`config.mk`:
```
export PLATFORM = sky130hd
export DESIGN_NAME = piezo_seq_drv
export DESIGN_NICKNAME = d
export VERILOG_FILES = /design/src/rtl/piezo_pkg.sv /design/src/rtl/piezo_tone_gen.sv /design/src/rtl/piezo_seq_drv.sv
export SDC_FILE = /design/constraint.sdc
export NUM_CORES = 1
export LEC_CHECK = 0
export ABC_AREA = 1
export CAP_MARGIN = 20
export CORE_ASPECT_RATIO = 1.75
export CORE_UTILIZATION = 38
export CTS_BUF_LIST = sky130_fd_sc_hd__clkbuf_8
export DETAILED_ROUTE_END_ITERATION = 10
export HOLD_SLACK_MARGIN = 0.08
export PLACE_DENSITY = 0.61
export SETUP_SLACK_MARGIN = 0.4
export SLEW_MARGIN = 20
export SYNTH_ARGS = -nofsm -noshare
export SYNTH_HDL_FRONTEND = slang
export SYNTH_SLANG_ARGS = --single-unit
```
`constraint.sdc`:
```
create_clock -name clk -period 3.68 [get_ports clk]
set_clock_uncertainty 0.15 [all_clocks]
set_input_delay 0.552 -clock clk [delete_from_list [all_inputs] [get_ports clk]]
set_output_delay 0.552 -clock clk [all_outputs]
set_load 0.03 [all_outputs]
```
`src/rtl/piezo_pkg.sv`:
```
// piezo_pkg
// Shared definitions for the piezo sequence driver: FSM state and mode
// encodings, the note tables and the constant functions that turn them
// into clock-rate dependent period and duration tables.
// No ports (package).
package piezo_pkg;

    localparam int MAX_NOTES  = 8;
    localparam int FAST_NOTES = 3;

    localparam int PER_W = 16;
    localparam int DUR_W = 27;
    localparam int REP_W = 28;

    typedef logic [1:0] state_t;
    localparam state_t ST_IDLE = 2'd0;
    localparam state_t ST_PLAY = 2'd1;
    localparam state_t ST_GAP  = 2'd2;

    typedef logic [1:0] mode_t;
    localparam mode_t MODE_ASC  = 2'd0;
    localparam mode_t MODE_DESC = 2'd1;
    localparam mode_t MODE_FAST = 2'd2;

    // Durations are tabulated in clocks of a 50 MHz system and rescaled to
    // the actual clock so that the tempo stays the same at any CLK_HZ.
    localparam longint REF_CLK_HZ = 64'd50_000_000;

    // G6, C7, E7, G7, E7, G7, then padding with G7.
    localparam longint NOTE_FREQ [MAX_NOTES] =
        '{64'd1568, 64'd2093, 64'd2637, 64'd3136,
          64'd2637, 64'd3136, 64'd3136, 64'd3136};

    localparam longint NOTE_DUR_REF [MAX_NOTES] =
        '{64'd8388608, 64'd8388608, 64'd8388608, 64'd12582912,
          64'd4194304, 64'd33554432, 64'd4194304, 64'd4194304};

    typedef logic [MAX_NOTES-1:0][PER_W-1:0] period_tab_t;
    typedef logic [MAX_NOTES-1:0][DUR_W-1:0] dur_tab_t;

    // Period in clocks, rounded to nearest.
    function automatic period_tab_t build_periods(longint clk_hz);
        period_tab_t tab;
        for (int i = 0; i < MAX_NOTES; i++) begin
            tab[i] = PER_W'((clk_hz + NOTE_FREQ[i] / 2) / NOTE_FREQ[i]);
        end
        return tab;
    endfunction

    function automatic dur_tab_t build_durs(longint clk_hz);
        dur_tab_t tab;
        for (int i = 0; i < MAX_NOTES; i++) begin
            tab[i] = DUR_W'((NOTE_DUR_REF[i] * clk_hz) / REF_CLK_HZ);
        end
        return tab;
    endfunction

endpackage

```
`src/rtl/piezo_tone_gen.sv`:
```
// piezo_tone_gen
// Square-wave generator for one note: a period counter that wraps at
// period-1 and a duty compare whose threshold is period >> (4-vol).
// Ports:
//   clk, rst_n  clock, asynchronous active-low reset
//   period      note period in clocks
//   vol         0 mute, 1 12.5%, 2 25%, 3 50% high time
//   en          counting enabled (tune playing); counter held at 0 otherwise
//   restart     clear the counter so a new note starts at phase 0
//   piezo       tone output
module piezo_tone_gen
    import piezo_pkg::*;
(
    input  logic             clk,
    input  logic             rst_n,
    input  logic [PER_W-1:0] period,
    input  logic [1:0]       vol,
    input  logic             en,
    input  logic             restart,
    output logic             piezo
);

    logic [PER_W-1:0] cnt;
    logic [PER_W-1:0] high_time;

    always_comb begin
        case (vol)
            2'd3:    high_time = period >> 1;
            2'd2:    high_time = period >> 2;
            2'd1:    high_time = period >> 3;
            default: high_time = '0;
        endcase
    end

    always_ff @(posedge clk or negedge rst_n) begin
        if (!rst_n) begin
            cnt <= '0;
        end else if (!en || restart) begin
            cnt <= '0;
        end else if (cnt >= period - PER_W'(1)) begin
            cnt <= '0;
        end else begin
            cnt <= cnt + PER_W'(1);
        end
    end

    assign piezo = en && (vol != 2'd0) && (cnt < high_time);

endmodule

```
`src/rtl/piezo_seq_drv.sv`:
```
// piezo_seq_drv
// Table-driven note sequencer for a complementary piezo pair. Arbitrates
// between the overspeed alarm (notes 0..2 looping), the battery-low tune
// (descending) and the steering-enabled tune (ascending), then leaves a
// programmable silent gap before re-arbitrating.
// Ports:
//   clk, rst_n  clock, asynchronous active-low reset
//   en_steer    request ascending tune
//   batt_low    request descending tune
//   too_fast    request overspeed alarm, preempts the other tunes
//   vol         duty-cycle volume
//   piezo       piezo drive
//   piezo_n     complement of piezo while playing, 0 otherwise
//   busy        high exactly while in PLAY
//   note_idx    index of the note currently playing
module piezo_seq_drv
    import piezo_pkg::*;
#(
    parameter int NUM_NOTES  = 6,
    parameter int CLK_HZ     = 50_000_000,
    parameter int REPEAT_SEC = 3,
    parameter int FAST_SIM   = 0
) (
    input  logic       clk,
    input  logic       rst_n,
    input  logic       en_steer,
    input  logic       batt_low,
    input  logic       too_fast,
    input  logic [1:0] vol,
    output logic       piezo,
    output logic       piezo_n,
    output logic       busy,
    output logic [2:0] note_idx
);

    localparam period_tab_t PERIODS = build_periods(longint'(CLK_HZ));
    localparam dur_tab_t    DURS    = build_durs(longint'(CLK_HZ));

    localparam logic [DUR_W-1:0] DUR_STEP  = (FAST_SIM != 0) ? DUR_W'(64) : DUR_W'(1);
    localparam logic [REP_W-1:0] REP_STEP  = (FAST_SIM != 0) ? REP_W'(64) : REP_W'(1);
    localparam logic [REP_W-1:0] REP_TICKS = REP_W'(longint'(CLK_HZ) * longint'(REPEAT_SEC));

    localparam logic [2:0] IDX_LAST      = 3'(NUM_NOTES - 1);
    localparam logic [2:0] IDX_FAST_LAST = 3'(FAST_NOTES - 1);

    state_t           state, state_nx;
    mode_t            mode, mode_nx;
    logic [2:0]       idx_nx;
    logic [DUR_W-1:0] dur_cnt, dur_nx, dur_next;
    logic [REP_W-1:0] rep_cnt, rep_nx, rep_next;

    logic playing;
    logic note_end;
    logic gap_done;
    logic preempt;
    logic last_note;
    logic tone;

    assign playing  = (state == ST_PLAY);
    assign dur_next = dur_cnt + DUR_STEP;
    assign rep_next = rep_cnt + REP_STEP;
    assign note_end = playing && (dur_next >= DURS[note_idx]);
    assign gap_done = (state == ST_GAP) && (rep_next >= REP_TICKS);

    // The alarm only needs to break into a tune of another kind or a gap;
    // a running alarm simply keeps looping.
    assign preempt = too_fast && ((playing && mode != MODE_FAST) || state == ST_GAP);

    always_comb begin
        case (mode)
            MODE_FAST: last_note = (note_idx == IDX_FAST_LAST);
            MODE_DESC: last_note = (note_idx == 3'd0);
            default:   last_note = (note_idx == IDX_LAST);
        endcase
    end

    // Sequencer next state: arbitration in IDLE, note stepping in PLAY,
    // silent repeat interval in GAP.
    always_comb begin
        state_nx = state;
        mode_nx  = mode;
        idx_nx   = note_idx;
        dur_nx   = dur_cnt;
        rep_nx   = rep_cnt;
        case (state)
            ST_IDLE: begin
                dur_nx = '0;
                rep_nx = '0;
                if (too_fast) begin
                    state_nx = ST_PLAY;
                    mode_nx  = MODE_FAST;
                    idx_nx   = 3'd0;
                end else if (batt_low) begin
                    state_nx = ST_PLAY;
                    mode_nx  = MODE_DESC;
                    idx_nx   = IDX_LAST;
                end else if (en_steer) begin
                    state_nx = ST_PLAY;
                    mode_nx  = MODE_ASC;
                    idx_nx   = 3'd0;
                end
            end
            ST_PLAY: begin
                if (preempt) begin
                    mode_nx = MODE_FAST;
                    idx_nx  = 3'd0;
                    dur_nx  = '0;
                end else if (note_end) begin
                    dur_nx = '0;
                    if (last_note) begin
                        if (mode == MODE_FAST && too_fast) begin
                            idx_nx = 3'd0;
                        end else begin
                            state_nx = ST_GAP;
                            rep_nx   = '0;
                        end
                    end else if (mode == MODE_DESC) begin
                        idx_nx = note_idx - 3'd1;
                    end else begin
                        idx_nx = note_idx + 3'd1;
                    end
                end else begin
                    dur_nx = dur_next;
                end
            end
            ST_GAP: begin
                if (preempt) begin
                    state_nx = ST_PLAY;
                    mode_nx  = MODE_FAST;
                    idx_nx   = 3'd0;
                    dur_nx   = '0;
                    rep_nx   = '0;
                end else if (gap_done) begin
                    state_nx = ST_IDLE;
                    rep_nx   = '0;
                end else begin
                    rep_nx = rep_next;
                end
            end
            default: begin
                state_nx = ST_IDLE;
            end
        endcase
    end

    always_ff @(posedge clk or negedge rst_n) begin
        if (!rst_n) begin
            state    <= ST_IDLE;
            mode     <= MODE_ASC;
            note_idx <= 3'd0;
            dur_cnt  <= '0;
            rep_cnt  <= '0;
            busy     <= 1'b0;
        end else begin
            state    <= state_nx;
            mode     <= mode_nx;
            note_idx <= idx_nx;
            dur_cnt  <= dur_nx;
            rep_cnt  <= rep_nx;
            busy     <= (state_nx == ST_PLAY);
        end
    end

    piezo_tone_gen u_tone (
        .clk     (clk),
        .rst_n   (rst_n),
        .period  (PERIODS[note_idx]),
        .vol     (vol),
        .en      (playing),
        .restart (playing && (note_end || preempt)),
        .piezo   (tone)
    );

    // Both outputs derive from reset-cleared state, so they drop the
    // moment rst_n falls.
    assign piezo   = tone;
    assign piezo_n = playing && !tone;

endmodule
```
### Word level (Yosys, flattened, before mapping)

Memory sizes are Yosys's and may differ from the RTL's.
Index checks and enable logic that the tools add are counted.
W data, S select, Z words.

* bitwise logic cells: 0
* shift operators: 0
* $mul: 0
* reduce and logical (&&, ||, !) cells: 24
* add/sub/neg operators: 6
* div/mod/pow operators: 0
* equality and inequality tests: 20
* multiplexer cells: 42
* $lt $le $gt $ge: 5

Operators with widths (number)
* $mux W28: 6
* $mux W27: 4
* $pmux W28 S3: 1
* $pmux W27 S3: 1
* $mux W16: 3
* $pmux W15 S3: 1
* $add A28 B1 Y28 const B: 1
* $ge A28 B28 Y1 const B: 1
* $add A27 B1 Y27 const B: 1
* $ge A27 B27 Y1: 1
* $mux W3: 9
* $mux W2: 13
* $add A16 B1 Y16 const B: 1
* $ge A16 B16 Y1: 1
* $lt A16 B16 Y1: 1
* $sub A16 B1 Y16 const B: 1
* $reduce_and A5 Y1: 2
* $logic_and A1 B1 Y1: 9
* $pmux W3 S3: 1
* $eq A2 B1 Y1 const B: 4
* $eq A2 B2 Y1 const B: 4
* $ne A2 B2 Y1 const B: 4
* $ne A2 B1 Y1 const B: 3
* $pmux W2 S3: 1
* other kinds (19): 23

* bits in latches: 0
* register bits: 79
* memory bits (writable): 0
* memory bits (read-only): 344
* input port bits: 7
* memories: 2
* output and inout bits: 6

Memories
* (no name shown): depth 8, width 27, rd ports 1, clocked after memory_dff 0, write ports 0, RTL line piezo_seq_drv.sv:62 `assign note_end = playing && (dur_next >= DURS[note_idx]);`
* (no name shown): depth 8, width 16, rd ports 1, clocked after memory_dff 0, write ports 0, RTL line piezo_seq_drv.sv:167 `.period (PERIODS[note_idx]),`

### Longest topological paths before layout

Gate-level depths: netlist (run 1).

* word-level depth: 8
* gate-level depth with buffers: 20
* mapped depth without buffers: 20

### Cells and area by module

Synthesis (run 1) repeated with hierarchy kept, for this count alone.

* cells, all modules: 1043
* area, all modules: 6995.5 sq um

Modules (own cells, without submodules)
* piezo_seq_drv: times used 1, area an instance 4877.2 sq um, cells each 740
* piezo_tone_gen: times used 1, area an instance 2118.3 sq um, cells each 303

### Worst setup path after synthesis (run 1)

Ideal clock, no wire load.

* path type: register to output
* start point: register note_idx[0]
* end point: output piezo_n
* slack: -0.517 ns
* stages on the path, launching flop included: 15
* arrival: 3.495 ns
* data required time: 2.978 ns
* cell sequence: dfrtp_1 inv_1 ha_1 nand2_1 o21ai_1 inv_1 nor2_1 a221oi_1 ha_1 a21oi_1 o21a_1 nor2_1 nor4_1 a21boi_0 nor2_1

* word-level cells in the longest chain between the ends: 7

Ends and longest elaborated chain
* from (decl): RTL line piezo_seq_drv.sv:33 `output logic [2:0] note_idx`
* from (signal assigned): RTL line piezo_seq_drv.sv:157 `note_idx <= idx_nx;`
* $mem_v2 Z8 W16
* $mux W16 (not written as such): RTL line piezo_seq_drv.sv:167
* $pmux W15 S3: RTL line piezo_tone_gen.sv:27 `case (vol)`
* $lt A16 B16 Y1: RTL line piezo_tone_gen.sv:47 `assign piezo = en && (vol != 2'd0) && (cnt < high_time);`
* $logic_and A1 B1 Y1: RTL line piezo_tone_gen.sv:47
* named net piezo: RTL line piezo_seq_drv.sv:30 `output logic piezo,`
* $logic_not A1 Y1: RTL line piezo_seq_drv.sv:177 `assign piezo_n = playing && !tone;`
* $logic_and A1 B1 Y1: RTL line piezo_seq_drv.sv:177
* to (decl): RTL line piezo_seq_drv.sv:31 `output logic piezo_n,`

The timed path passes the listed nets, and every way through them passes these cells. The select of a mux whose other input is x is not followed.

### Worst setup path after layout (run 1)

* start point: register note_idx[0]
* end point: output piezo_n

* word-level cells in the longest chain between the ends: 7

Ends and longest elaborated chain (RTL line)
* $mem_v2 Z8 W16
* $mux W16 (not written as such): piezo_seq_drv.sv:167
* $pmux W15 S3: piezo_tone_gen.sv:27
* $lt A16 B16 Y1: piezo_tone_gen.sv:47
* $logic_and A1 B1 Y1: piezo_tone_gen.sv:47
* $logic_not A1 Y1: piezo_seq_drv.sv:177
* $logic_and A1 B1 Y1: piezo_seq_drv.sv:177

No other way between the ends. The select of a mux whose other input is x is not followed.

==> impl.org, run 1 <==
** Clocking
- TritonCTS built the clock tree.
- The root buffer cell chosen for the clock tree is clkbuf_8.
- The H-tree generated during clock tree synthesis spans 3 levels.
- Clk buf depth :: 2
- Clock tree synthesis found a total of 79 sinks.
- For the worst-skew pair, the clock arrives at the later sink with an insertion delay of 0.37 ns.
- After clock tree synthesis, the clock-pin slew on the worst setup and hold paths is 0.09 ns.
- Clock tree synthesis inserted a total of 9 buffers.

** Worst setup path
- In this run the critical register-to-register path is captured at u_tone.cnt[2].
- Required arrival time at the worst endpoint :: 2.98 ns
- Worst reg2reg setup slack :: 0.46 ns
- Data arrival time at the worst-slack endpoint :: 2.81 ns
- STA classifies the critical path startpoint as a flop.
- Category of the critical setup timing path :: flop to output port
- CP Max Fanout :: 4
- Launching point of the worst reg2reg path :: note_idx[1]
- Counting cells, the worst reg-to-reg path comes to 20.
- CP Capture Type :: output port

** Timing
- After layout, the minimum clock period comes to 3.509 ns.
- The final number of hold-violating endpoints came to 0.
- Setup repair after global routing could not meet its margin everywhere.
- Highest achievable clock rate :: 285.0 MHz
- Worst slew pin tran :: 0.5760 ns
- The final number of max-transition violations came to 0.
- Tightest hold margin :: 0.3443 ns
- Tightest slew margin relative to the limit :: 61.60%
- The worst path uses 95.34% of the clock period.
- TNS Setup :: 0 ns
- Setup violations, final :: 0

** Placement
- Area after detailed placement :: 6745 um2
- The congestion estimate from routability-driven global placement came to 0.9231.
- Buffers added on ports :: 12
- Cell Count Post-Placement :: 1104
- The wire-length estimate of the detail-placed layout is 12.17 mm.

** Routing
- Count of routing violations after the opening detailed-route iteration :: 297
- In the final routed layout, each cell accounts on average for 14.10 um.
- Vias :: 5911
- After detailed routing, the number of vias per cell comes to 5.100.
- The final layout contains routed wiring with a total length of 16.34 mm.
- The detail route stage leaves a number of antenna-violating nets equal to 0.
- Count of TritonRoute iterations in the first routing pass :: 4
- In the routed design, unresolved DRC markers number 0.

** Cells and area
- Area added between synthesis and finish :: 22.65%
- Once layout is done, the placed cells without fillers occupy 7684 um2.
- Final net count :: 1019
- The layout has 1610 filler cells.
- The count of cells in the finished layout, fillers not included, comes to 1159.
- The number of antenna diodes in the final layout is 0.
- Of the cells placed in the final design, the portion with a size suffix greater than 1 is 21.34%.
- Cells fill 47.94% of the core in the end.

** Yosys
- Counting every net in the synthesized netlist gives 946.
- Number of warnings printed during yosys synthesis :: 0
- Number of instances in the synthesized netlist :: 892
- Syn Std Cell Area :: 6265 um2
- By area, the combinational part of the netlist is dominated by simple AND/OR/NAND/NOR gates.
- Of the total synthesized cell area, the portion taken by AND, OR, NAND and NOR gates is 35.95%.
- A synthesized cell averages 7.023 um2.
- Of the total synthesized cell area, the portion taken by XOR and XNOR cells is 4.614%.
- Share of synthesized cell area in full adder, half adder and majority cells :: 9.507%
- FF+latch count, synth :: 79
- Multiplexer area fraction after synthesis :: 0%
- Counting flops with a built-in enable in the synthesized netlist gives 0.
- After synthesis, the netlist uses 46 different library cells.
- Of all flip-flops after synthesis, the portion carrying an async set or reset was 100.0%.
- Leading post-synthesis cells by cell area :: dfrtp_1 (32%), nand2_1 (16%), ha_1 (9.2%)
- The biggest area contributor in the post-synthesis netlist is dfrtp_1.
- Share of the synthesized area in compound gates (AO/OA/AOI/OAI) :: 10.63%
- In the synthesized netlist the dominant register cell turns out to be dfrtp_1.
- Yosys top cell area share :: 31.56%
- Sequential cell area fraction in the yosys report :: 31.56%

** Worst hold path
- Launch point of the worst hold path :: mode[1]
- The worst hold path terminates at mode[1].
- Worst hold path type :: flop to flop
- Along the worst hold path, the cell count comes to 2.

** Floorplanning
- The initialized floorplan defines 61 standard-cell rows.
- Chip height :: 171.9 um
- Measured along the x axis, the die boundary spans 99.06 um.
- The initial utilization of the core area, before any placement, comes to 39.09%.
- DIE AREA :: 17020 um2
- During I/O placement, the number of pins put on the boundary was 13.
- Std-Cell Core Area :: 16030 um2

** GRT
- Wire length of the first global-routing pass :: 26.83 mm
- Aggregate global routing overflow :: 0
- In the global route stage, overall resource usage came out at 20.03%.
- Initial antenna violation count :: 0
- Largest net degree at the start of global routing :: 42
- The via count of the first global-routing pass came to 5768.

** Power
- The worst-case IR drop observed on VDD is 0.2100 mV.
- The analysis attributes to cell leakage a power of 3.608 nW.
- Power per unit of standard cell area :: 476.6 nW/um2

** Job
- Total of max-cap violations :: 0

** Run status
- Run status :: complete, no violations
[what timing repair did]
item                                    in CTS  in global routing
endpoints found under the hold margin       39                  0
setup buffers                               10                 26
endpoints found under the setup margin      42                 66
hold buffers                                 1                  0
pin swaps                                    8                 29
cloned                                       0                  2
gates resized for setup                     22                 86
[metrics by stage]
stage	total power [W]	setup WS (ns)
2_1_floorplan	0.002067	0.4097
3_5_place_dp	0.002525	0.1131
3_3_place_gp	0.002509	0.1348
6_report	0.003662	0.1715
4_1_cts	0.003371	0.06178
5_1_grt	0.003922	0.007463
[routing by layer]
layer	GRT usage [%]	routed length, um
met1	21.36	6636
met3	2.385	335
met5	0	0
met2	38.28	8956
met4	10.36	415
[layout by cell type, fill, tap and decap left out, types with 12 or more instances in the layout]
cell type	count
a21oi_1	20
ha_1	42
xor2_1	19
o21ai_1	16
nand3_1	59
nand2_4	17
o21ai_0	22
inv_1	98
nand4_1	21
xnor2_1	13
nor2_1	91
nand2_2	22
dfrtp_1	73
nand2_1	236
nor2_4	12
buf_4	50
o21ai_2	16
nor2_2	24
[worst max-delay path: stages (launching register included)]
cell and delay (ns):
dfrtp_2 0.44, ha_1 0.23, o21ai_4 0.17, inv_1 0.08, nor2_2 0.14, o21bai_1 0.13, inv_1 0.05, ha_1 0.26
inv_1 0.05, a31oi_1 0.03, o211ai_1 0.16, nand2_1 0.07, nand4_1 0.06, o211ai_1 0.16, a21boi_4 0.22, nor2_4 0.04
buf_6 0.13
[synth_stat cells, types with 2 or more instances]
library cell  number
o21a_1             2
nand3b_1           6
nor2_1            99
dfrtp_1           79
nand4_1           21
a21oi_1           24
nand3_2            3
ha_1              46
nand2_1          272
o21ai_2           13
a31oi_1            2
o31ai_1            5
o21ai_1           17
xor2_1            20
nor2_4             4
nand2_4            2
o22ai_1            4
clkbuf_1           3
nand3_1           61
nand2_2            2
nor2_2            23
conb_1             2
xnor2_1           13
o21ai_0           25
a21boi_0           3
nor3b_1            2
inv_1            103
or2_2              2
o211ai_1           3
buf_6              6
inv_2              2
o21bai_1           5
nor3_1             5
[kinds of logic after synthesis]
family	Yosys count
flip-flops	79
adder cells (fa/ha/maj)	47
buffers and inverters	115
AND/OR/NAND/NOR	507
XOR/XNOR	33
other	2
AO/OA/AOI/OAI	109
[report_power, final]
part	leakage, nW	switching [W]	total (W)	internal [W]
Clock	0.108	0.000337	0.000682	0.000345
Sequential	1.08	0.0000786	0.00102	0.000937
Combinational	2.42	0.00113	0.00196	0.000838
Total	3.61	0.00154	0.00366	0.00212
[registers in the layout, summed over array words and instances, names as in the netlist]
signal      count
u_tone.cnt     16
rep_cnt        28
dur_cnt        27
busy            1
note_idx        3
mode            2
state           2
[layout make-up]
class | instances | area, um2 | share of cell area [%]
clock inverter | 5 | 50.05 | 0.6514
sequential | 79 | 1984 | 25.83
multi-input combinational | 699 | 4202 | 54.68
clock buffer | 11 | 151.4 | 1.970
inverter | 105 | 396.6 | 5.162
tap | 189 | 236.5 | 3.078
timing repair buffer | 71 | 663.1 | 8.631
[worst max path at each step]
stage / slack (ns) / endpoint / start
4_1_cts: 0.06 / piezo_n / note_idx[1]
6_report: 0.17 / piezo_n / note_idx[0]
3_5_place_dp: 0.11 / piezo_n / vol[1]
5_1_grt: 0.007 / piezo_n / note_idx[1]
2_1_floorplan: 0.41 / piezo_n / note_idx[0]
3_3_place_gp: 0.13 / piezo_n / vol[1]
Power figures use the tool's default switching activity.
==> run 2: changes to the inputs <==
Settings changed: CORE_UTILIZATION 38 to 40, PLACE_DENSITY 0.61 to unset, PLACE_DENSITY_LB_ADDON set to 0.12, TNS_END_PERCENT set to 5.
==> impl.org, run 2 (synthesis gave the netlist of run 1 again) <==
** Timing
- The clock period minus worst slack is 3.525 ns (+0.01661 ns).
- Setup violations, final :: 0 (unchanged)
- Number of hold-slack violations in the final timing report :: 0 (unchanged)
- The worst relative slew slack came to 38.74% (-23 points).
- Highest achievable clock rate :: 283.7 MHz (-0.47%)
- The final number of max-transition violations is 0 (unchanged).
- Worst slew pin tran :: 0.9189 ns (+0.3429 ns)
- TNS Setup :: 0 ns (unchanged)
- Tightest hold margin :: 0.1465 ns (-0.1978 ns)
- Final WS setup :: 0.1549 ns (-0.01661 ns)
- Setup repair after global routing missed its margin :: yes
- The period utilization came to 95.79% (+0.45 points).

** Floorplanning
- The number of placement rows came to 60 (-1.6%).
- Initial core utilization :: 40.91% (+1.8 points)
- The die area is 16190 um2 (-4.9%).
- The core area was 15310 um2 (-4.4%).
- The boundary pin count was 13 (unchanged).
- The width of the die is 96.60 um (-2.5%).
- The overall die height was 167.6 um (-2.5%).

** Clocking
- CTS Root Buffer Type :: clkbuf_8
- The latest clock arrival within the worst-skew pair was 0.37 ns (about the same).
- The post-CTS clock slew at the launch and capture registers of the worst setup and hold paths is 0.09 ns (about the same).
- Clk buf depth :: 2 (unchanged)
- TritonCTS built the clock tree.
- # H-tree levels :: 3 (unchanged)
- The post-cts hold buffer count is 0 (-1).
- The number of clock buffers inserted by TritonCTS was 9 (unchanged).
- Clk sinks :: 79 (unchanged)

** Cells and area
- Commonest non-fill, non-tap cell in the layout :: nand2_1
- More flip-flops sit in one register than any other, and that register is rep_cnt.
- Largest registers :: rep_cnt (28), dur_cnt (27), u_tone.cnt (16)
- The core utilization of the finished layout was 48.61% (+0.67 points).
- The final cell count without fillers was 1147 (-1.0%).
- Layout cells sized above 1 :: 17.27% (-4.1 points)
- The number of nets in the layout came to 1010 (-0.88%).
- The flip-flop count of the largest register after layout came to 28 (unchanged).
- Number of antenna repair diodes :: 0 (unchanged)
- Area added between synthesis and finish :: 18.83%
- Most frequent cells in the layout :: nand2_1 (270), inv_1 (95), nor2_1 (91), dfrtp_1 (73), nand3_1 (58)

** Routing
- The via-per-instance ratio was 5.141 (+0.81%).
- The iteration count of the initial detailed-routing pass is 4 (unchanged).
- The total routed wirelength was 17.03 mm (+4.2%).
- Count of routing violations after the opening detailed-route iteration :: 171 (-42%)
- Vias :: 5897 (-0.24%)
- Total DRC errors in the routed layout :: 0 (unchanged)
- Number of nets with antenna violations after routing :: 0 (unchanged)
- Average detailed-routed wire length per instance :: 14.85 um (+5.3%)

** Power
- Power per unit of standard cell area :: 486.8 nW/um2 (+2.1%)
- Highest ir drop seen on vdd :: 0.2018 mV (-3.9%)
- The static leakage is 3.417 nW (-5.3%).

** Worst setup path
- Category of the critical setup timing path :: primary input to output port
- The arrival time at the worst endpoint was 2.82 ns (about the same).
- CP Max Fanout :: 4 (unchanged)
- Required arrival time at the worst endpoint :: 2.98 ns (about the same)
- CP Capture Type :: output port
- Kind of start point of the critical path :: primary input

** Worst hold path
- The worst hold path belongs to the class primary input to async pin.

** Job
- The number of maximum-capacitance violations came to 0 (unchanged).

** GRT
- Aggregate global routing overflow :: 0 (unchanged)
- The via count of the first global-routing pass came to 6017 (+4.3%).
- Initial antenna violation count :: 0 (unchanged)
- Largest net degree at the start of global routing :: 68 (+62%)
- The global-route usage over all layers was 21.88% (+1.9 points).
- Wire length of the first global-routing pass :: 28.46 mm (+6.0%)

** Placement
- Final Wtd Congestion :: 0.8832 (-4.3%)
- The pre-CTS worst setup slack was 0.1054 ns (-0.007674 ns).
- Cell Count Post-Placement :: 1099 (-0.45%)
- The quantity of I/O buffers inserted on ports is 12 (unchanged).
- The HPWL after detailed placement came to 12.84 mm (+5.6%).

** Run status
- The run finished with clean final reports.
-- run 2: cell count changes in the layout (fill, tap and decap cells not counted), moves of 3 or more --
cell,change
buf_4,-12
nand2_4,-14
nand2_2,-19
buf_6,+5
nor2_4,-3
o21ai_1,+3
nand2_1,+34
o21ai_2,-3
inv_1,-3
-- run 2: worst max-delay path: stages --
cell and delay (ns):
clkdlybuf4s50_1 0.46, inv_2 0.10, nand2_1 0.11, buf_4 0.17
inv_1 0.12, nor2_1 0.07, o21ai_0 0.07, inv_1 0.07
ha_1 0.19, a21oi_1 0.13, o21a_1 0.14, nor2_1 0.04
nor4_1 0.17, a21boi_4 0.26, nor2_4 0.04, buf_6 0.13
-- run 2: path summary, 6_finish.rpt --
| path | startpoint | end | slack (ns) | cells past startpoint |
|---|---|---|---|---|
| setup / recovery | vol[1] | piezo_n | 0.15 | 16 |
| hold / removal | rst_n | u_tone.cnt[2] | 0.15 | 1 |
| setup reg to reg | note_idx[0] | u_tone.cnt[2] | 0.51 | 20 |
| hold reg to reg | u_tone.cnt[0] | u_tone.cnt[0] | 0.34 | 1 |
| max in group asynchronous | rst_n | rep_cnt[15] | 2.54 | 2 |
| min in group clk | u_tone.cnt[0] | u_tone.cnt[0] | 0.34 | 1 |
-- run 2: routing by layer --
| layer | global-route usage (%) | share of wire (%) | vias up |
|---|---|---|---|
| li1 | - | - | 3014 |
| met1 | 22.26 | 37 | 2760 |
| met2 | 42.90 | 57 | 87 |
| met3 | 2.922 | 2.5 | 36 |
| met4 | 10.51 | 3.9 | 0 |
| met5 | 0 | 0 | - |
-- run 2: per-stage QoR --
stage / cell area (um2) / total power (W)
after detailed placement: 6739 / 0.002550
final: 7445 / 0.003624
after global routing: 7445 / 0.003914
after floorplan: 6297 / 0.002067
after global placement: 6739 / 0.002541
after CTS: 7147 / 0.003415
-- run 2: repair_timing --
item	in CTS	in global routing
endpoints found under the setup margin	37	74
buffers inserted	13	17
cloned	0	2
resized for setup	32	28
pin swaps	14	24
-- run 2: cell type report --
type	instances	area [um2]
Clock inverter	7	65.06
Fill cell	1612	7870
Inverter	105	400.4
Multi-Input combinational cell	698	4013
Tap cell	186	232.7
Clock buffer	9	123.9
Sequential cell	79	1984
Timing Repair Buffer	63	625.6
-- run 2: power by group --
| group | switching, W | total (W) | internal [W] |
|---|---|---|---|
| combinational | 0.00111 | 0.00196 | 0.000855 |
| sequential | 0.0000717 | 0.00101 | 0.000937 |
| clock | 0.000346 | 0.000655 | 0.000309 |
